<file path="src/rtl/cdc_pkg.sv">
// rtl/cdc_pkg.sv - shared handshake state encoding for the CDC arbiter
package cdc_pkg;

   // IDLE: channel free. REQ: xfer_req high, waiting for ack rise.
   // DROP: xfer_req low, waiting for ack fall.
   typedef enum logic [1:0] {
      ST_IDLE = 2'd0,
      ST_REQ  = 2'd1,
      ST_DROP = 2'd2
   } hs_state_e;

endpackage

</file>
<file path="src/rtl/rr_pick.sv">
// rtl/rr_pick.sv - combinational round-robin picker
// Ports:
//   req  in  NUM_REQ  request vector
//   last in  IDX_W    index granted most recently; search starts at last+1
//   gnt  out NUM_REQ  one-hot winner (zero when no request)
//   idx  out IDX_W    binary index of the winner
//   any  out 1        at least one request present
module rr_pick #(
   parameter int NUM_REQ = 4,
   parameter int IDX_W   = $clog2(NUM_REQ)
) (
   input  logic [NUM_REQ-1:0] req,
   input  logic [IDX_W-1:0]   last,
   output logic [NUM_REQ-1:0] gnt,
   output logic [IDX_W-1:0]   idx,
   output logic               any
);

   always_comb begin
      logic [IDX_W-1:0] pos;
      gnt = '0;
      idx = '0;
      any = 1'b0;
      pos = '0;
      // Walk the ring starting just after the last winner; the first hit wins.
      for (int k = 1; k <= NUM_REQ; k++) begin
         pos = IDX_W'((int'(last) + k) % NUM_REQ);
         if (!any && req[pos]) begin
            any      = 1'b1;
            gnt[pos] = 1'b1;
            idx      = pos;
         end
      end
   end

endmodule

</file>
<file path="src/rtl/cdc_hs_arbiter.sv">
// rtl/cdc_hs_arbiter.sv - round-robin arbiter feeding one four-phase CDC handshake
// Ports:
//   clk_i        in  1               source-domain clock
//   rst_ni       in  1               asynchronous active-low reset
//   req_valid_i  in  NUM_REQ         per-requester request, held until accepted
//   req_data_i   in  NUM_REQ*DATA_W  per-requester payload, lane i at [i*DATA_W +: DATA_W]
//   req_ready_o  out NUM_REQ         one-hot accept strobe (combinational)
//   xfer_req_o   out 1               four-phase request to the synchronizer
//   xfer_data_o  out DATA_W          captured payload, stable while xfer_req_o is high
//   xfer_ack_i   in  1               four-phase ack, already synchronized to clk_i
//   grant_id_o   out IDX_W           index of the requester owning the channel
//   busy_o       out 1               high whenever the FSM is not idle
//   timeout_o    out 1               one-cycle pulse when a transfer is abandoned
module cdc_hs_arbiter
   import cdc_pkg::*;
#(
   parameter int NUM_REQ = 4,
   parameter int DATA_W  = 8,
   parameter int TO_CYC  = 64,
   parameter int IDX_W   = $clog2(NUM_REQ)
) (
   input  logic                      clk_i,
   input  logic                      rst_ni,
   input  logic [NUM_REQ-1:0]        req_valid_i,
   input  logic [NUM_REQ*DATA_W-1:0] req_data_i,
   output logic [NUM_REQ-1:0]        req_ready_o,
   output logic                      xfer_req_o,
   output logic [DATA_W-1:0]         xfer_data_o,
   input  logic                      xfer_ack_i,
   output logic [IDX_W-1:0]          grant_id_o,
   output logic                      busy_o,
   output logic                      timeout_o
);

   localparam int CNT_W = $clog2(TO_CYC);
   localparam logic [CNT_W-1:0] CNT_LAST = CNT_W'(TO_CYC - 1);

   hs_state_e            state_q, state_d;
   logic                 xfer_req_q;
   logic [DATA_W-1:0]    data_q;
   logic [IDX_W-1:0]     gid_q;
   logic [IDX_W-1:0]     last_q;
   logic [CNT_W-1:0]     cnt_q;
   logic                 to_q;
   logic                 to_d;
   logic                 accept;

   logic [NUM_REQ-1:0]   pick_gnt;
   logic [IDX_W-1:0]     pick_idx;
   logic                 pick_any;

   rr_pick #(
      .NUM_REQ (NUM_REQ),
      .IDX_W   (IDX_W)
   ) u_pick (
      .req  (req_valid_i),
      .last (last_q),
      .gnt  (pick_gnt),
      .idx  (pick_idx),
      .any  (pick_any)
   );

   always_comb begin
      state_d = state_q;
      accept  = 1'b0;
      to_d    = 1'b0;
      case (state_q)
         ST_IDLE: begin
            // A stale ack from an abandoned transfer blocks new grants.
            if (!xfer_ack_i && pick_any) begin
               accept  = 1'b1;
               state_d = ST_REQ;
            end
         end
         ST_REQ: begin
            // Ack is checked first so it wins over a same-cycle timeout.
            if (xfer_ack_i) begin
               state_d = ST_DROP;
            end else if (cnt_q == CNT_LAST) begin
               state_d = ST_DROP;
               to_d    = 1'b1;
            end
         end
         ST_DROP: begin
            if (!xfer_ack_i) begin
               state_d = ST_IDLE;
            end
         end
         default: state_d = ST_IDLE;
      endcase
   end

   // Gated by reset so no strobe escapes while the registers are held.
   assign req_ready_o = (accept && rst_ni) ? pick_gnt : '0;

   always_ff @(posedge clk_i or negedge rst_ni) begin
      if (!rst_ni) begin
         state_q    <= ST_IDLE;
         xfer_req_q <= 1'b0;
         data_q     <= '0;
         gid_q      <= '0;
         last_q     <= IDX_W'(NUM_REQ - 1);
         cnt_q      <= '0;
         to_q       <= 1'b0;
      end else begin
         state_q    <= state_d;
         xfer_req_q <= (state_d == ST_REQ);
         to_q       <= to_d;
         if (accept) begin
            data_q <= req_data_i[pick_idx*DATA_W +: DATA_W];
            gid_q  <= pick_idx;
         end
         // Rotation advances when the transfer completes, acked or abandoned.
         if (state_q == ST_REQ && state_d == ST_DROP) begin
            last_q <= gid_q;
         end
         if (accept) begin
            cnt_q <= '0;
         end else if (state_q == ST_REQ && state_d == ST_REQ) begin
            cnt_q <= cnt_q + 1'b1;
         end
      end
   end

   assign xfer_req_o  = xfer_req_q;
   assign xfer_data_o = data_q;
   assign grant_id_o  = gid_q;
   assign busy_o      = (state_q != ST_IDLE);
   assign timeout_o   = to_q;

endmodule

</file>
<file path="config.mk">
export PLATFORM = sky130hd
export DESIGN_NAME = cdc_hs_arbiter
export DESIGN_NICKNAME = d
export VERILOG_FILES = /design/src/rtl/cdc_pkg.sv /design/src/rtl/rr_pick.sv /design/src/rtl/cdc_hs_arbiter.sv
export SDC_FILE = /design/constraint.sdc
export NUM_CORES = 1
export LEC_CHECK = 0
export BUFFER_PORTS_ARGS = -buffer_cell sky130_fd_sc_hd__clkbuf_2
export CAP_MARGIN = 20
export CORE_MARGIN = 2
export CORE_UTILIZATION = 53
export CTS_BUF_LIST = sky130_fd_sc_hd__clkbuf_2 sky130_fd_sc_hd__clkbuf_4 sky130_fd_sc_hd__clkbuf_8
export CTS_CLUSTER_SIZE = 25
export DETAILED_ROUTE_END_ITERATION = 6
export PLACE_DENSITY = 0.93
export SYNTH_ARGS = -nofsm -noshare
export SYNTH_HDL_FRONTEND = slang
export SYNTH_HIERARCHICAL = 1
export SYNTH_SLANG_ARGS = --single-unit
</file>
<file path="constraint.sdc">
create_clock -name clk_i -period 4.4 [get_ports clk_i]
set_input_delay 0.88 -clock clk_i [delete_from_list [all_inputs] [get_ports clk_i]]
set_output_delay 0.88 -clock clk_i [all_outputs]
set_load 0.1 [all_outputs]
</file>
==> Word level (Yosys, flattened, before mapping) <==
Index checks and enable logic that the tools add are counted.
{ "word_totals": {"inputBits": 39, "out_inout_bits": 17, "register_bits": 22, "elab_cells": 88} }
{ "op_classes": {"add_sub_neg": 5, "shifts": 1, "n_mux": 41, "reduce_logical": 18, "n_eq_ne": 5, "n_lt_le_gt_ge": 8, "n_bitwise": 3} }
{ "op_table": {"columns": ["op", "n"], "rows": [
  ["32-bit by 6-bit indexed part select with 8-bit output", 1],
  ["4-bit 2-to-1 mux", 5],
  ["1-bit 2-to-1 mux", 17],
  ["2-bit 2-to-1 mux", 8],
  ["2-bit by 3-bit less-than comparator with 1-bit output (second input constant)", 4],
  ["6-bit 2-to-1 mux", 2],
  ["4-bit OR", 3],
  ["1-bit logical AND", 11],
  ["1-bit binary-select mux with 2-bit select", 4],
  ["1-bit demux with 2-bit select", 4],
  ["2-bit by 1-bit >= comparator with 1-bit output (second input constant)", 4],
  ["6-bit by 1-bit adder with 6-bit output (second input constant)", 1],
  ["6-bit == test (second input constant)", 1],
  ["2-bit one-hot mux with 3 select lines", 1],
  ["2-bit by 1-bit adder with 2-bit output (second input constant)", 2],
  ["2-bit adder (second input constant)", 2],
  ["2-bit by 1-bit == test with 1-bit output (second input constant)", 2],
  ["2-bit == test (second input constant)", 2],
  ["1-bit zero test", 4],
  ["2-bit nonzero test", 2],
  ["2-bit zero test", 1]
]} }

==> Logic depth before layout (Yosys ltp) <==
Gate-level depths: netlist of the first run.
{ "logic_depth": {"depth_word": 20, "depth_mapped": 13, "mapped_depth_nobuf": 9} }

==> Modules after synthesis <==
Netlist of the first run, hierarchy kept.
{ "modules_own_cells": {"columns": ["mod", "area_per_inst_um2", "cells_each", "seq_area_each_um2", "n_inst"], "rows": [
  ["cdc_hs_arbiter", 1181.1, 107, 553.0, 1],
  ["rr_pick", 629.4, 86, 0.0, 1]
]} }

==> Least setup slack after synthesis of the first run <==
Ideal clock, no wire load.
{ "synth_path": {"path_kind": "input to output", "startpoint": "input req_valid_i[1]", "endpoint": "output req_ready_o[0]", "arrival_ps": 2931, "cell_stages": 6, "t_required_ps": 3520, "slack_ps": 589, "path_cell_list": "buf_2 mux4_2 or3_1 a21oi_1 a2111o_1 and3_1"} }
{ "synth_lines": {"columns": ["element", "line_no", "rtl"], "rows": [
  ["from (decl)", "cdc_hs_arbiter.sv:24", "input logic [NUM_REQ-1:0] req_valid_i,"],
  ["1-bit binary-select mux with 2-bit select", "rr_pick.sv:28", "if (!any && req[pos]) begin"],
  ["1-bit 2-to-1 mux (implied by the code)", "rr_pick.sv:28", null],
  ["1-bit 2-to-1 mux", "rr_pick.sv:28", null],
  ["1-bit zero test", "rr_pick.sv:28", null],
  ["1-bit logical AND", "rr_pick.sv:28", null],
  ["1-bit 2-to-1 mux", "rr_pick.sv:28", null],
  ["1-bit zero test", "rr_pick.sv:28", null],
  ["1-bit logical AND", "rr_pick.sv:28", null],
  ["1-bit 2-to-1 mux", "rr_pick.sv:28", null],
  ["1-bit zero test", "rr_pick.sv:28", null],
  ["1-bit logical AND", "rr_pick.sv:28", null],
  ["4-bit 2-to-1 mux (*)", "rr_pick.sv:28", null],
  ["via pick_gnt[0]", "cdc_hs_arbiter.sv:48", "logic [NUM_REQ-1:0] pick_gnt;"],
  ["4-bit 2-to-1 mux (*)", "cdc_hs_arbiter.sv:94", "assign req_ready_o = (accept && rst_ni) ? pick_gnt : '0;"],
  ["to (decl)", "cdc_hs_arbiter.sv:26", "output logic [NUM_REQ-1:0] req_ready_o,"]
]} }
Mark *: on every way through the listed nets, which the timed path passes. The rest lies on a longest branch. The select of a mux whose other input is x is not followed.

==> Worst setup path in the final report of the first run <==
{ "layout_path": {"startpoint": "register last_q[1]", "endpoint": "output req_ready_o[1]"} }
{ "layout_lines": {"columns": ["element", "line_no", "rtl"], "rows": [
  ["from (decl)", "cdc_hs_arbiter.sv:42", "logic [IDX_W-1:0] last_q;"],
  ["from (signal assigned)", "cdc_hs_arbiter.sv:102", "last_q <= IDX_W'(NUM_REQ - 1);"],
  ["from (signal assigned)", "cdc_hs_arbiter.sv:115", "last_q <= gid_q;"],
  ["branches (longest 12 deep; another with 2-bit by 3-bit less-than comparator with 1-bit output)", null, null],
  ["4-bit 2-to-1 mux (*)", "rr_pick.sv:28", null],
  ["via pick_gnt[1]", "cdc_hs_arbiter.sv:48", null],
  ["4-bit 2-to-1 mux (*)", "cdc_hs_arbiter.sv:94", null]
]} }
Mark *: on every way through the listed nets, which the timed path passes. The select of a mux whose other input is x is not followed.

==> results of run 1 <==
[power breakdown]
group	leakage (nW)	switching (mW)	internal [mW]	total [mW]
Sequential	0.279	0.0646	0.282	0.347
Clock	0.0184	0.0637	0.0417	0.105
Combinational	0.748	0.843	0.361	1.20
[routing by layer]
metal | vias to the layer above | global-route usage, % | routed length [um]
met2 | 76 | 36.4 | 2010
met4 | 0 | 10.8 | 116
met3 | 11 | 2.70 | 244
met5 | - | 0 | 0
met1 | 783 | 29.7 | 1760
li1 | 815 | - | -
[how the worst max path moves through the flow]
stage,start,end,slack (ps),cells past startpoint
final,last_q[1],req_ready_o[1],210,8
after global routing,last_q[1],req_ready_o[1],10,8
after CTS,last_q[1],req_ready_o[1],270,8
after detailed placement,req_valid_i[0],req_ready_o[1],570,7
after global placement,req_valid_i[0],req_ready_o[3],630,7
after floorplan,req_valid_i[1],req_ready_o[0],590,6
[worst min-delay path: stages (launching register included)]
cell and delay (ps):
sky130_fd_sc_hd__dfrtp_1 370, sky130_fd_sc_hd__nand2_1 50, sky130_fd_sc_hd__nand2_1 60
[kinds of logic (layout without fill, tap and decap cells)]
| logic type | Yosys count | count (layout) | synth area share, % |
|---|---|---|---|
| AOI/OAI and AO/OA | 36 | 36 | 15.1 |
| xor gates and xnor gates | 2 | 2 | 0.968 |
| adders and majority gates | 9 | 9 | 6.22 |
| buffers and inverters | 21 | 72 | 5.81 |
| DFF | 22 | 22 | 30.5 |
| muxes | 18 | 18 | 17.1 |
| and+or+nand+nor | 85 | 85 | 24.3 |
[placed cells by master, fill, tap and decap left out, types with 3 or more instances in the layout]
master / count
sky130_fd_sc_hd__clkbuf_2: 55
sky130_fd_sc_hd__nand2_1: 41
sky130_fd_sc_hd__dfrtp_1: 20
sky130_fd_sc_hd__mux4_2: 10
sky130_fd_sc_hd__ha_1: 9
sky130_fd_sc_hd__a21oi_1: 8
sky130_fd_sc_hd__nor2_1: 8
sky130_fd_sc_hd__inv_1: 8
sky130_fd_sc_hd__nand4_1: 7
sky130_fd_sc_hd__or3_1: 6
sky130_fd_sc_hd__and3_1: 5
sky130_fd_sc_hd__o31ai_1: 5
sky130_fd_sc_hd__mux2i_1: 5
sky130_fd_sc_hd__buf_4: 5
sky130_fd_sc_hd__a31oi_1: 5
sky130_fd_sc_hd__clkbuf_4: 4
sky130_fd_sc_hd__a2111o_1: 4
sky130_fd_sc_hd__or2_1: 3
sky130_fd_sc_hd__o21ai_0: 3
sky130_fd_sc_hd__a211oi_1: 3
[area by class of cell]
type	instances	area, um^2	area share [%]
tap	46	57.6	2.69
clock buffer	4	30.0	1.40
timing repair buffer	60	313	14.6
multi-input combinational	150	1160	54.1
inverter	8	30.0	1.40
sequential	22	553	25.8
[state kept, by name, indices dropped and copies added (netlist names)]
name / flops
timeout_o: 1
last_q: 2
cnt_q: 6
state_q: 2
xfer_req_o: 1
xfer_data_o: 8
grant_id_o: 2
==> results.cfg, run 1 <==
[outcome]
status = finished clean

[placed_design]
place.detailed.instances = 286
place.gp.congestion = 0.902
place_worst_setup_slack_ps = 572
hpwl_um = 3150
dpl-instance-area_mm2 = 0.00211
placement.io_buffers = 55

[grt]
maximum_number_of_pins_on_one_net_before_global_route_repair = 27
grt_remaining_overflow = 0
first_global_vias = 1609
number_of_antenna_violations_at_the_first_check_in_global_routing = 0
grt_pass1_wl_um = 7040
globalRouteTotalUtil_pct = 22.3

[run]
max_cap_violations = 0

[timing]
finalHoldViolations = 0
timing.final.crit_period_ps = 4190
final.period_utilization_pct = 95.2
max-slew-margin-rel_pct = 63.4
drv_slew = 0
finalSetupViolations = 0
timing.setup.tns_ps = 0
timing.final.ws_setup_ps = 211
worst_clock_skew_ps = 23.2
unrepaired_setup_endpoints_after_global_routing = no
holdWs_ps = 501
timing.fmax_ghz = 0.239
max_slew.worst_pin.slew_ps = 534

[floorplanning]
core_area_mm2 = 0.00331
num_io_pins = 56
floorplan.initialDensity_pct = 54.7
num_rows = 21
die_footprint_mm2 = 0.00390
die_width_um = 62.4
die_height_um = 62.4

[clock_network]
clk_pin_slew_ps = 110
cts_sinks = 22
ctsLongestPathBuffers = 2
cts_tree = yes
ctsHoldBuffers = 0
tritoncts_buffer_count = 3
clkLatencyLatePin_ps = 330
ctsRootBufferMaster = sky130_fd_sc_hd__clkbuf_4
post_cts_resize_count = 0
postCtsSetupBuffers = 0
ctsHtreeMaxLevel = 1

[routing]
drt-total-wl_um = 4120
first_pass_iters = 4
dr_total_vias = 1685
drt-wirelength-per-cell_um = 14.2
drtAntennaViolNets = 0
viasPerCell = 5.81
drc_errors = 0
drt_iter0_markers = 110

[critical_path]
cp.arrival_ps = 3310
timing.critical_path.mode_cell = sky130_fd_sc_hd__inv_1
timing.setup.critical_path_class = flop to output pin
crit_chain = inv_1 -> ha_1 -> inv_1 -> a31oi_1 -> o31ai_1 -> a2111o_1 -> and3_1 -> clkbuf_2
endpoint_kind = output pin
timing.critical_path.slowest_stage_cell = sky130_fd_sc_hd__dfstp_2
r2r_setup_slack_ps = 1260
required_ps = 3520
cp.buffers_inverters = 3
critPathMaxStageDelay_ps = 650
cp_max_fo = 11
worstSetupStartpointType = flop
rr_worst_depth = 9
timing.rr.end = xfer_data_o[2]
worst_path_dominant_cell_family = compound AO/OA/AOI/OAI gates
r2r-start = last_q[1]

[yosys]
synth.ff_latch_count = 22
most_used_flip_flop_cell_after_synthesis = sky130_fd_sc_hd__dfrtp_1
cell_with_the_most_instances_after_synthesis = sky130_fd_sc_hd__nand2_1
synth-edff-count = 0
ys_seq_area_share_pct = 30.5
count_of_mapped_cells_out_of_synthesis = 193
netlist-cell-type-count = 45
synth_top_cells_by_count = sky130_fd_sc_hd__nand2_1 (41), sky130_fd_sc_hd__dfrtp_1 (20), sky130_fd_sc_hd__mux4_2 (10)
mappedNetlistNets = 241
post_synth_instance_area_mm2 = 0.00181
synth.yosys.warnings = 6
share_of_synthesized_registers_carrying_an_async_set_or_reset_pct = 100
netlist.area_leader.share_pct = 27.6
netlist_top_cells_area = sky130_fd_sc_hd__dfrtp_1 (28%), sky130_fd_sc_hd__mux4_2 (12%), sky130_fd_sc_hd__nand2_1 (8.5%)
synth.avg_cell_area_um2 = 9.38
synth.largest_area_cell = sky130_fd_sc_hd__dfrtp_1

[min_path]
hold-path-cell-count = 2
min_delay_worst_endpoint = xfer_data_o[3]
hold_path.startpoint = xfer_data_o[3]
worstHoldPathType = flop to flop

[cells_and_area]
finalInstanceArea_mm2 = 0.00214
fillers = 286
final_core_util_pct = 64.7
layout-drive-gt1-share_pct = 34.0
antenna_cells_inserted = 0
area_growth_syn_to_layout_pct = 18.3
fin_nets = 293
finish.cell_count_without_fillers = 290

[pwr]
worst_ir_drop_vdd_v = 0.000512
power.total_mw = 1.66
p_leak_nw = 1.05
cellPowerDensity_mw_per_mm2 = 773
Power figures use the tool's default switching activity.
==> run 2: changes to the inputs <==
Settings changed: CTS_BUF_LIST sky130_fd_sc_hd__clkbuf_2 sky130_fd_sc_hd__clkbuf_4 sky130_fd_sc_hd__clkbuf_8 to sky130_fd_sc_hd__clkbuf_8.
==> results.cfg, run 2 (synthesis results as in run 1) <==
[outcome]
status = finished clean

[timing]
max_slew.worst_pin.slew_ps = 528
max-slew-margin-rel_pct = 63.8
finalHoldViolations = 0
worst_clock_skew_ps = 13.2
finalSetupViolations = 0
timing.setup.tns_ps = 0
timing.final.crit_period_ps = 4120
final.period_utilization_pct = 93.7
drv_slew = 0
timing.fmax_ghz = 0.243
unrepaired_setup_endpoints_after_global_routing = no

[critical_path]
worstSetupStartpointType = flop
required_ps = 3520
cp_max_fo = 11
r2r-start = last_q[1]
r2r_setup_slack_ps = 1270
rr_worst_depth = 9
endpoint_kind = output pin
timing.rr.end = xfer_data_o[2]
timing.setup.critical_path_class = flop to output pin
cp.arrival_ps = 3240

[clock_network]
ctsRootBufferMaster = sky130_fd_sc_hd__clkbuf_8
cts_sinks = 22
tritoncts_buffer_count = 3
postCtsSetupBuffers = 0
clk_pin_slew_ps = 70
ctsLongestPathBuffers = 2
post_cts_resize_count = 0
clkLatencyLatePin_ps = 270
cts_tree = yes
ctsHtreeMaxLevel = 1
ctsHoldBuffers = 0

[min_path]
worstHoldPathType = flop to flop
hold-path-cell-count = 2
hold_path.startpoint = xfer_data_o[3]
min_delay_worst_endpoint = xfer_data_o[3]

[placed_design]
place.gp.congestion = 0.902
hpwl_um = 3150
placement.io_buffers = 55
dpl-instance-area_mm2 = 0.00211

[cells_and_area]
most-common-layout-cells = sky130_fd_sc_hd__clkbuf_2 (55), sky130_fd_sc_hd__nand2_1 (41), sky130_fd_sc_hd__dfrtp_1 (20)
area_growth_syn_to_layout_pct = 19.1
fin_nets = 293
final_core_util_pct = 65.2
layout.cells.most_common = sky130_fd_sc_hd__clkbuf_2
antenna_cells_inserted = 0
max_reg_flops = 8
layout-drive-gt1-share_pct = 33.6
finalInstanceArea_mm2 = 0.00216

[grt]
number_of_antenna_violations_at_the_first_check_in_global_routing = 0
grt_pass1_wl_um = 7140
grt_remaining_overflow = 0
globalRouteTotalUtil_pct = 22.7
first_global_vias = 1617
maximum_number_of_pins_on_one_net_before_global_route_repair = 27

[routing]
met3RoutedLength_um = 252
first_pass_iters = 4
topRoutingLayerUsed = met4
drt-total-wl_um = 4150
dr_wl_met2_um = 2080
drt-wirelength-per-cell_um = 14.3
routedLengthMet1_um = 1710
drt_iter0_markers = 154
drtAntennaViolNets = 0
dr_total_vias = 1698
drc_errors = 0
viasPerCell = 5.86

[floorplanning]
die_width_um = 62.4
core_area_mm2 = 0.00331
die_footprint_mm2 = 0.00390
num_rows = 21
floorplan.initialDensity_pct = 54.7
num_io_pins = 56
die_height_um = 62.4

[pwr]
cellPowerDensity_mw_per_mm2 = 779
worst_ir_drop_vdd_v = 0.000534
p_leak_nw = 1.05
power.total_mw = 1.68

[run]
max_cap_violations = 0
run 2: critical path: stages, from the launching register on:
cell	delay (ps)
sky130_fd_sc_hd__dfstp_2	640
sky130_fd_sc_hd__inv_1	170
sky130_fd_sc_hd__ha_1	540
sky130_fd_sc_hd__inv_1	220
sky130_fd_sc_hd__a31oi_1	380
sky130_fd_sc_hd__o31ai_1	130
sky130_fd_sc_hd__a2111o_1	360
sky130_fd_sc_hd__and3_1	170
sky130_fd_sc_hd__clkbuf_2	360
run 2: how the worst max path moves through the flow:
stage	start	to	slack, ps	cells past startpoint
after detailed placement	req_valid_i[0]	req_ready_o[1]	570	7
final	last_q[1]	req_ready_o[1]	280	8
after global routing	last_q[1]	req_ready_o[1]	80	8
after global placement	req_valid_i[0]	req_ready_o[3]	630	7
after CTS	last_q[1]	req_ready_o[1]	330	8
after floorplan	req_valid_i[1]	req_ready_o[0]	590	6
run 2: power by group:
group	internal, mW	switching, mW
logic	0.361	0.842
registers	0.283	0.0657
clock network	0.0624	0.0653
total	0.706	0.973
run 2: routing by layer:
layer,global-route usage [%],vias up
met5,0,-
met4,10.8,0
met3,3.24,11
met2,37.5,74
met1,29.6,802
li1,-,811
run 2: area by class of cell:
class | count | area (um^2)
Clock buffer | 3 | 41.3
Sequential cell | 22 | 553
Tap cell | 46 | 57.6
Fill cell | 282 | 1150
Clock inverter | 1 | 3.75
Multi-Input combinational cell | 150 | 1160
Timing Repair Buffer | 60 | 313
Inverter | 8 | 30.0
run 2: per-stage QoR:
stage          setup WS [ps]  hold WS, ps  cells
2_1_floorplan            589          473    193
3_3_place_gp             626          458    286
3_5_place_dp             572          464    286
4_1_cts                  334          493    290
5_1_grt                 82.5          511    290
6_report                 279          492    290
